**config.mk**
```make
export PLATFORM = sky130hd
export DESIGN_NAME = instr_fetch
export DESIGN_NICKNAME = d
export VERILOG_FILES = /design/src/rtl/proc_pkg.sv /design/src/rtl/instr_fetch.sv
export SDC_FILE = /design/constraint.sdc
export NUM_CORES = 1
export LEC_CHECK = 0
export CORE_MARGIN = 1.5
export CORE_UTILIZATION = 45
export CTS_BUF_LIST = sky130_fd_sc_hd__clkbuf_4
export CTS_CLUSTER_SIZE = 20
export DETAILED_ROUTE_END_ITERATION = 6
export MAX_ROUTING_LAYER = met4
export PLACE_DENSITY = 0.82
export SLEW_MARGIN = 10
export SYNTH_ARGS = -nofsm -noshare
export SYNTH_HDL_FRONTEND = slang
export SYNTH_SLANG_ARGS = --single-unit
```
**constraint.sdc**
```tcl
create_clock -name clk -period 2.3 [get_ports clk]
set_input_delay 0.345 -clock clk [delete_from_list [all_inputs] [get_ports clk]]
set_output_delay 0.345 -clock clk [all_outputs]
set_load 0.01 [all_outputs]
```
**src/rtl/proc_pkg.sv**
```systemverilog
// Shared definitions for the 8-bit processor: opcodes, register codes,
// default widths, instruction length decode and fetch state encoding.
package proc_pkg;

  localparam int DEF_ADDR_W = 8;
  localparam int DEF_DATA_W = 8;

  // One-byte register-to-register opcodes
  localparam logic [3:0] iadd   = 4'h0;
  localparam logic [3:0] isub   = 4'h1;
  localparam logic [3:0] iand   = 4'h2;
  localparam logic [3:0] ior    = 4'h3;
  localparam logic [3:0] ixor   = 4'h4;
  localparam logic [3:0] inot   = 4'h5;
  localparam logic [3:0] ishl   = 4'h6;
  localparam logic [3:0] ishr   = 4'h7;
  localparam logic [3:0] imov   = 4'h8;
  // Two-byte opcodes carrying an address operand
  localparam logic [3:0] read   = 4'h9;
  localparam logic [3:0] readi  = 4'hA;
  localparam logic [3:0] write  = 4'hB;
  localparam logic [3:0] writei = 4'hC;
  localparam logic [3:0] buc    = 4'hD;
  localparam logic [3:0] biz    = 4'hE;
  localparam logic [3:0] bio    = 4'hF;

  typedef enum logic [1:0] {R0 = 2'd0, R1 = 2'd1, R2 = 2'd2, R3 = 2'd3} reg_e;

  typedef enum logic [1:0] {F1 = 2'd0, D1 = 2'd1, D2 = 2'd2, OUT = 2'd3} fetch_state_e;

  function automatic logic is_two_byte(input logic [3:0] op);
    return op >= read;
  endfunction

endpackage

```
**src/rtl/instr_fetch.sv**
```systemverilog
// Instruction fetch: reads one or two bytes per instruction from memory and
// hands complete instructions to decode over a valid/ready handshake.
module instr_fetch
  import proc_pkg::*;
#(
  parameter int ADDR_W = DEF_ADDR_W,
  parameter int DATA_W = DEF_DATA_W
) (
  input  logic              clk,
  input  logic              rst,
  output logic              mem_rd,
  output logic [ADDR_W-1:0] mem_addr,
  input  logic [DATA_W-1:0] mem_rdata,
  output logic              instr_valid,
  input  logic              instr_ready,
  output logic [3:0]        instr_op,
  output logic [1:0]        instr_rd,
  output logic [1:0]        instr_rs,
  output logic [DATA_W-1:0] instr_imm,
  output logic [ADDR_W-1:0] instr_pc,
  input  logic              redir_valid,
  input  logic [ADDR_W-1:0] redir_pc
);

  fetch_state_e      state;
  logic [ADDR_W-1:0] pc;
  logic [ADDR_W-1:0] pc_inc;
  logic [3:0]        rdata_op;

  assign pc_inc   = pc + ADDR_W'(1);
  assign rdata_op = mem_rdata[7:4];

  // The second-byte read is issued in the same cycle the opcode arrives,
  // so the length decode works directly on the returning memory data.
  assign mem_rd   = rst && ((state == F1) || (state == D1 && is_two_byte(rdata_op)));
  assign mem_addr = (state == D1) ? pc_inc : pc;

  always_ff @(posedge clk or negedge rst) begin
    if (!rst) begin
      state       <= F1;
      pc          <= '0;
      instr_valid <= 1'b0;
      instr_op    <= '0;
      instr_rd    <= '0;
      instr_rs    <= '0;
      instr_imm   <= '0;
      instr_pc    <= '0;
    end else if (redir_valid) begin
      // Any partial instruction or in-flight read data is simply abandoned.
      state       <= F1;
      pc          <= redir_pc;
      instr_valid <= 1'b0;
    end else begin
      case (state)
        F1: state <= D1;
        D1: begin
          instr_op  <= rdata_op;
          instr_rd  <= mem_rdata[3:2];
          instr_rs  <= mem_rdata[1:0];
          instr_imm <= '0;
          instr_pc  <= pc;
          pc        <= pc_inc;
          if (is_two_byte(rdata_op)) begin
            state <= D2;
          end else begin
            state       <= OUT;
            instr_valid <= 1'b1;
          end
        end
        D2: begin
          instr_imm   <= mem_rdata;
          pc          <= pc_inc;
          state       <= OUT;
          instr_valid <= 1'b1;
        end
        OUT: begin
          if (instr_ready) begin
            instr_valid <= 1'b0;
            state       <= F1;
          end
        end
        default: state <= F1;
      endcase
    end
  end

endmodule

```
==> out/qor.yml <==
synthesis:
  synth.avg_cell_area_um2: 10.4
  ys_warn_count: 0
  synth_top_family_by_area: "simple AND/OR/NAND/NOR gates"
  synth_top_flop_cell: "dfrtp_1"
  synthCells: 168
  synth_cell_type_count: 33
  synth_edf_count: 0
  synth-xor-area-share_pct: 5.54
  synthAdderAreaFrac_pct: 3.59
  muxShareOfSynthArea_pct: 10.9
  synthesis.nets: 193
  postSynth.asyncResetShare_pct: 100
  syn_area_um2: 1740
  yosys.area_share.simple_pct: 15.2
  ys_seq_elements: 35
  yosysSeqAreaShare_pct: 50.3
  synth_compound_area_share_pct: 9.35
placement:
  portBuffers: 53
  place_congestion: 0.802
  placed_cell_area_um2: 2330
  hpwl_mm: 2.87
worst_setup_path:
  crit_path_top_delay_cell: "dfrtp_1"
  worstReg2RegStart: "state[0]"
  rr_worst_depth: 6
  r2r-end: "pc[7]"
  cp.buffers_inverters: 3
  crit_end: "mem_addr[1]"
  required_ps: 1960
  r2r_slack_ps: 380
  end_kind: "output pin"
  worstPathArrival_ps: 1750
  worstPathCellList: "inv_1 > ha_2 > buf_4 > mux2_2 > dlygate4sd2_1"
  timing.critical_path.from_type: "register"
  worstSetupPathType: "reg -> out"
  cp.depth: 5
  slowest_delay_ps: 400
  cp_top_family: "buffers and inverters"
  cp-startpoint: "state[1]"
  worstPathMaxFanout: 5
sta:
  max_clock_freq_mhz: 477
  slew_headroom_pct: 64.8
  maxSlewViolCount: 0
  finalCritPeriodShare_pct: 91.1
  setup_tns_ps: 0
  worst_slew_pin_slew_ps: 527
  finalSetupViolCount: 0
  rsz0062_at_grt: "no"
  final-hold-violation-count: 0
  final.min_clock_period_ps: 2100
  fin_skew_ps: 6.61
worst_hold_path:
  hold_path_class: "in -> async"
cts:
  cts_tree: "yes"
  numCtsBuffers: 5
  cts_sinks: 35
  clk_pin_slew_worst_paths_ps: 110
  cts.path.max_buffers: 2
  cts_root_buf: "clkbuf_4"
  h-tree-depth: 2
  clk_latency_ps: 330
routing:
  drt_iter0_markers: 56
  first_pass_iters: 4
  vias: 1463
  wl_mm: 4.09
  ant_nets: 0
  drc: 0
  via_per_inst: 5.26
  routedWlPerCell_um: 14.7
global_route:
  grt_overflow: 0
  grt_pass1_vias: 1429
  grt_pass1_wl_mm: 7.11
  grt_max_degree: 36
  grt.total_usage_pct: 22.5
  antenna_found_initial: 0
final_layout:
  area_growth_pct: 42.8
  drive_gt1_share_pct: 20.4
  final_cell_mix: "clkdlybuf4s50_1 (44), dfrtp_1 (32), nand2_1 (30)"
  final_common_cell: "clkdlybuf4s50_1"
  final_cell_area_um2: 2480
  fin_nets: 254
  n_antenna_cell: 0
power_and_ir_drop:
  cellPowerDensity_nw_per_um2: 1280
  vdd_ir_drop_max_mv: 0.675
  leakagePower_uw: 0.00107
die:
  die_y_um: 65.2
  start_util_pct: 47.2
  pin_count: 54
  rows: 22
  die-area_um2: 4250
  die-width_um: 65.2
  coreArea_um2: 3690
run_status:
  outcome: "finished, final reports clean"
flow_run:
  cap_violations: 0
-- flip-flops by register name (all words and copies together) (netlist names) --
name         cells
instr_rd         2
instr_imm        8
pc               8
instr_pc         8
state            2
instr_rs         2
instr_op         4
instr_valid      1
-- stage by stage --
step | cells | util, % | power [µW] | setup WS (ps) | hold slack [ps]
final | 278 | 67.4 | 3180 | 204 | 457
after global routing | 278 | 67.4 | 3410 | 83.7 | 510
after CTS | 278 | 67.2 | 3210 | 49.7 | 462
after detailed placement | 266 | 63.1 | 2610 | 135 | 469
after global placement | 266 | 63.1 | 2570 | 161 | 463
after floorplan | 168 | - | 1850 | 611 | 49.4
-- how the worst min path moves through the flow --
stage	start	end	cells past startpoint
after floorplan	rst	instr_imm[0]	0
after global placement	instr_imm[4]	instr_imm[4]	2
final	rst	instr_rs[0]	2
after detailed placement	instr_imm[4]	instr_imm[4]	2
after CTS	rst	instr_rs[0]	2
after global routing	rst	instr_imm[0]	2
-- kinds of logic after synthesis --
| family | after synthesis |
|---|---|
| DFF | 35 |
| AOI/OAI and AO/OA | 27 |
| and+or+nand+nor | 56 |
| muxes | 17 |
| adders and majority gates | 5 |
| xor gates and xnor gates | 11 |
| buffers and inverters | 17 |
-- metal layers --
layer	vias up	GRT usage (%)	wire, µm
met4	0	8.33	82
met1	706	29.2	1840
met3	6	3.08	167
met2	52	36.4	2010
li1	699	-	-
met5	-	-	0
-- what timing repair did --
| action | CTS | global route |
|---|---|---|
| setup buffers | 4 | 0 |
| endpoints found under the setup margin | 8 | 2 |
| hold buffers | 0 | 0 |
| resized for setup | 14 | 2 |
-- power breakdown --
group          internal [µW]  switching, µW  leakage (µW)  total [µW]
clock                    338            214     0.0000514         552
combinational            874            705      0.000585        1580
sequential               877            177      0.000431        1050
total                   2090           1100       0.00107        3180
-- synthesized netlist by cell type, drive strengths merged (2+ instances only) --
cell type / instances / area (µm²)
dfrtp: 35 / 876
nand2: 30 / 113
o21ai: 17 / 85.1
mux2: 15 / 169
buf: 10 / 62.6
nand4: 7 / 50.1
nor2: 6 / 22.5
xnor2: 6 / 52.6
ha: 5 / 62.6
inv: 5 / 18.8
xor2: 5 / 43.8
nand3: 4 / 20.0
a31oi: 3 / 18.8
nand2b: 3 / 18.8
clkbuf: 2 / 7.51
mux2i: 2 / 20.0
o31ai: 2 / 15.0
-- cell type report --
type	instances	area (µm²)
Clock buffer	5	37.5
Clock inverter	3	67.6
Fill cell	295	1200
Inverter	5	18.8
Multi-Input combinational cell	116	797
Sequential cell	35	880
Tap cell	48	60.1
Timing Repair Buffer	66	624
-- worst register-to-register path: cells and delay by family, from the launching register on --
family / cells / cell delay (ps)
AOI/OAI and AO/OA: 1 / 170
adders and majority gates: 1 / 520
buffers and inverters: 2 / 200
DFF: 1 / 380
and+or+nand+nor: 2 / 570
(Power assumes the default switching activity.)
==> RTL change (config.mk and constraints unchanged) <==
The package constant `DEF_ADDR_W` goes from 8 to 7.
--- a/src/rtl/proc_pkg.sv
+++ b/src/rtl/proc_pkg.sv
@@ -2,7 +2,7 @@
 // default widths, instruction length decode and fetch state encoding.
 package proc_pkg;
 
-  localparam int DEF_ADDR_W = 8;
+  localparam int DEF_ADDR_W = 7;
   localparam int DEF_DATA_W = 8;
 
   // One-byte register-to-register opcodes
Interface: changed (resized instr_pc, mem_addr and redir_pc); port bits go from 54 to 51. No check against the original RTL was run, so the function may have changed too.
==> RTL change against the original RTL <==
Wire length fell by 11%; area after synthesis down 6.3%; design area decreased by 8.7%; utilization down 0.96 points; non-clock buffer count down 7; combinational power fell by 4%; sequential cell count fell by 2; clock skew grew 0.0037 ns; setup slack got worse by 0.14 ns; via count down 9.4%; maximum frequency fell by 6.3%; sequential share of layout area is 1.2 points higher; global-route usage fell by 2.2 points; power fell by 7.3%.
==> RTL change: results <==
export IMPL_gr_usage_met2_pct=30.2
export IMPL_layout_drive_gt1_share_pct=19.8
export IMPL_clockBufferDepth=2
export IMPL_ys_types=31
export IMPL_final_nets=230
export IMPL_place_inst=242
export IMPL_place_congestion=0.872
export IMPL_final_area_um2=2270
export IMPL_cp_max_fo=4
export IMPL_clkCellAreaFrac_pct=3.47
export IMPL_crit_arrival_ns=1.89
export IMPL_yosysSeqAreaShare_pct=50.6
export IMPL_numPortBuffers=50
export IMPL_sh_seq_area_pct=36.6
export IMPL_dp_hpwl_um=2580
export IMPL_syn2layout_area_growth_pct=39.0
export IMPL_post_route_period_util_pct=97.3
export IMPL_wl_um=3630
export IMPL_m1WireLength_um=1620
export IMPL_synth_compound_area_share_pct=7.90
export IMPL_post_place_ws_ns=0.111
export IMPL_met1_usage_pct=26.7
export IMPL_multi_input_comb_cells=104
export IMPL_cts_sinks=33
export IMPL_multi_input_area_um2=722
export IMPL_r2r_cells=5
export IMPL_reg_top3="instr_imm: 8 flops, instr_pc: 7 flops, pc: 7 flops"
export IMPL_status="completed"
export IMPL_met3_usage_pct=6.07
export IMPL_inverters=3
export IMPL_grt_total_usage_pct=20.3
export IMPL_final_cells=253
export IMPL_critPathMaxStageDelay_ns=0.48
export IMPL_grt_first_pass_wirelength_um=6150
export IMPL_regToRegEndpoint="instr_imm[5]"
export IMPL_fin_skew_ns=0.0103
export IMPL_fillers=283
export IMPL_reg2reg_slack_ns=0.52
export IMPL_synth_nets=174
export IMPL_grt_start_max_net_pins=34
export IMPL_ys_top_cells_by_area="dfrtp_1 (51%), mux2_2 (11%), nand2_1 (5.8%)"
export IMPL_vias=1325
export IMPL_cp_endpoint="mem_rd"
export IMPL_critPathSlowestCell="clkdlybuf4s50_1"
export IMPL_worstHoldPathType="reg -> reg"
export IMPL_nClkBuffers=6
export IMPL_bufAreaShareNonClock_pct=25.1
export IMPL_dpl_instance_area_um2=2150
export IMPL_met2_length_um=1660
export IMPL_synth_xor_xnor_area_share_pct=5.37
export IMPL_drt_iter0_markers=90
export IMPL_netlist_instances=150
export IMPL_buffers=59
export IMPL_cts_root_buf="clkbuf_4"
export IMPL_met3_length_um=311
export IMPL_muxShareOfSynthArea_pct=12.3
export IMPL_power_leakage_nw=0.961
export IMPL_worst_pin_slew_ns=0.482
export IMPL_synthAdderAreaFrac_pct=3.83
-- RTL change: power by group --
part / switching [mW] / internal (mW) / leakage [nW]
Sequential: 0.168 / 0.834 / 0.408
Combinational: 0.660 / 0.861 / 0.510
Clock: 0.190 / 0.238 / 0.0433
Total: 1.02 / 1.93 / 0.961
-- RTL change: what timing repair did --
item	CTS	global route
gates resized for setup	9	3
setup endpoints to repair	8	2
buffers inserted	2	1
hold buffers	0	0
-- RTL change: how the worst min path moves through the flow --
| stage | start | to | slack (ns) | cells past startpoint |
|---|---|---|---|---|
| floorplan | rst | instr_imm[0] | 0.05 | 0 |
| global placement | instr_imm[0] | instr_imm[0] | 0.47 | 2 |
| detailed placement | instr_imm[0] | instr_imm[0] | 0.47 | 2 |
| CTS | rst | instr_op[2] | 0.48 | 2 |
| global route | rst | instr_op[3] | 0.52 | 2 |
| finish | instr_imm[0] | instr_imm[0] | 0.49 | 2 |
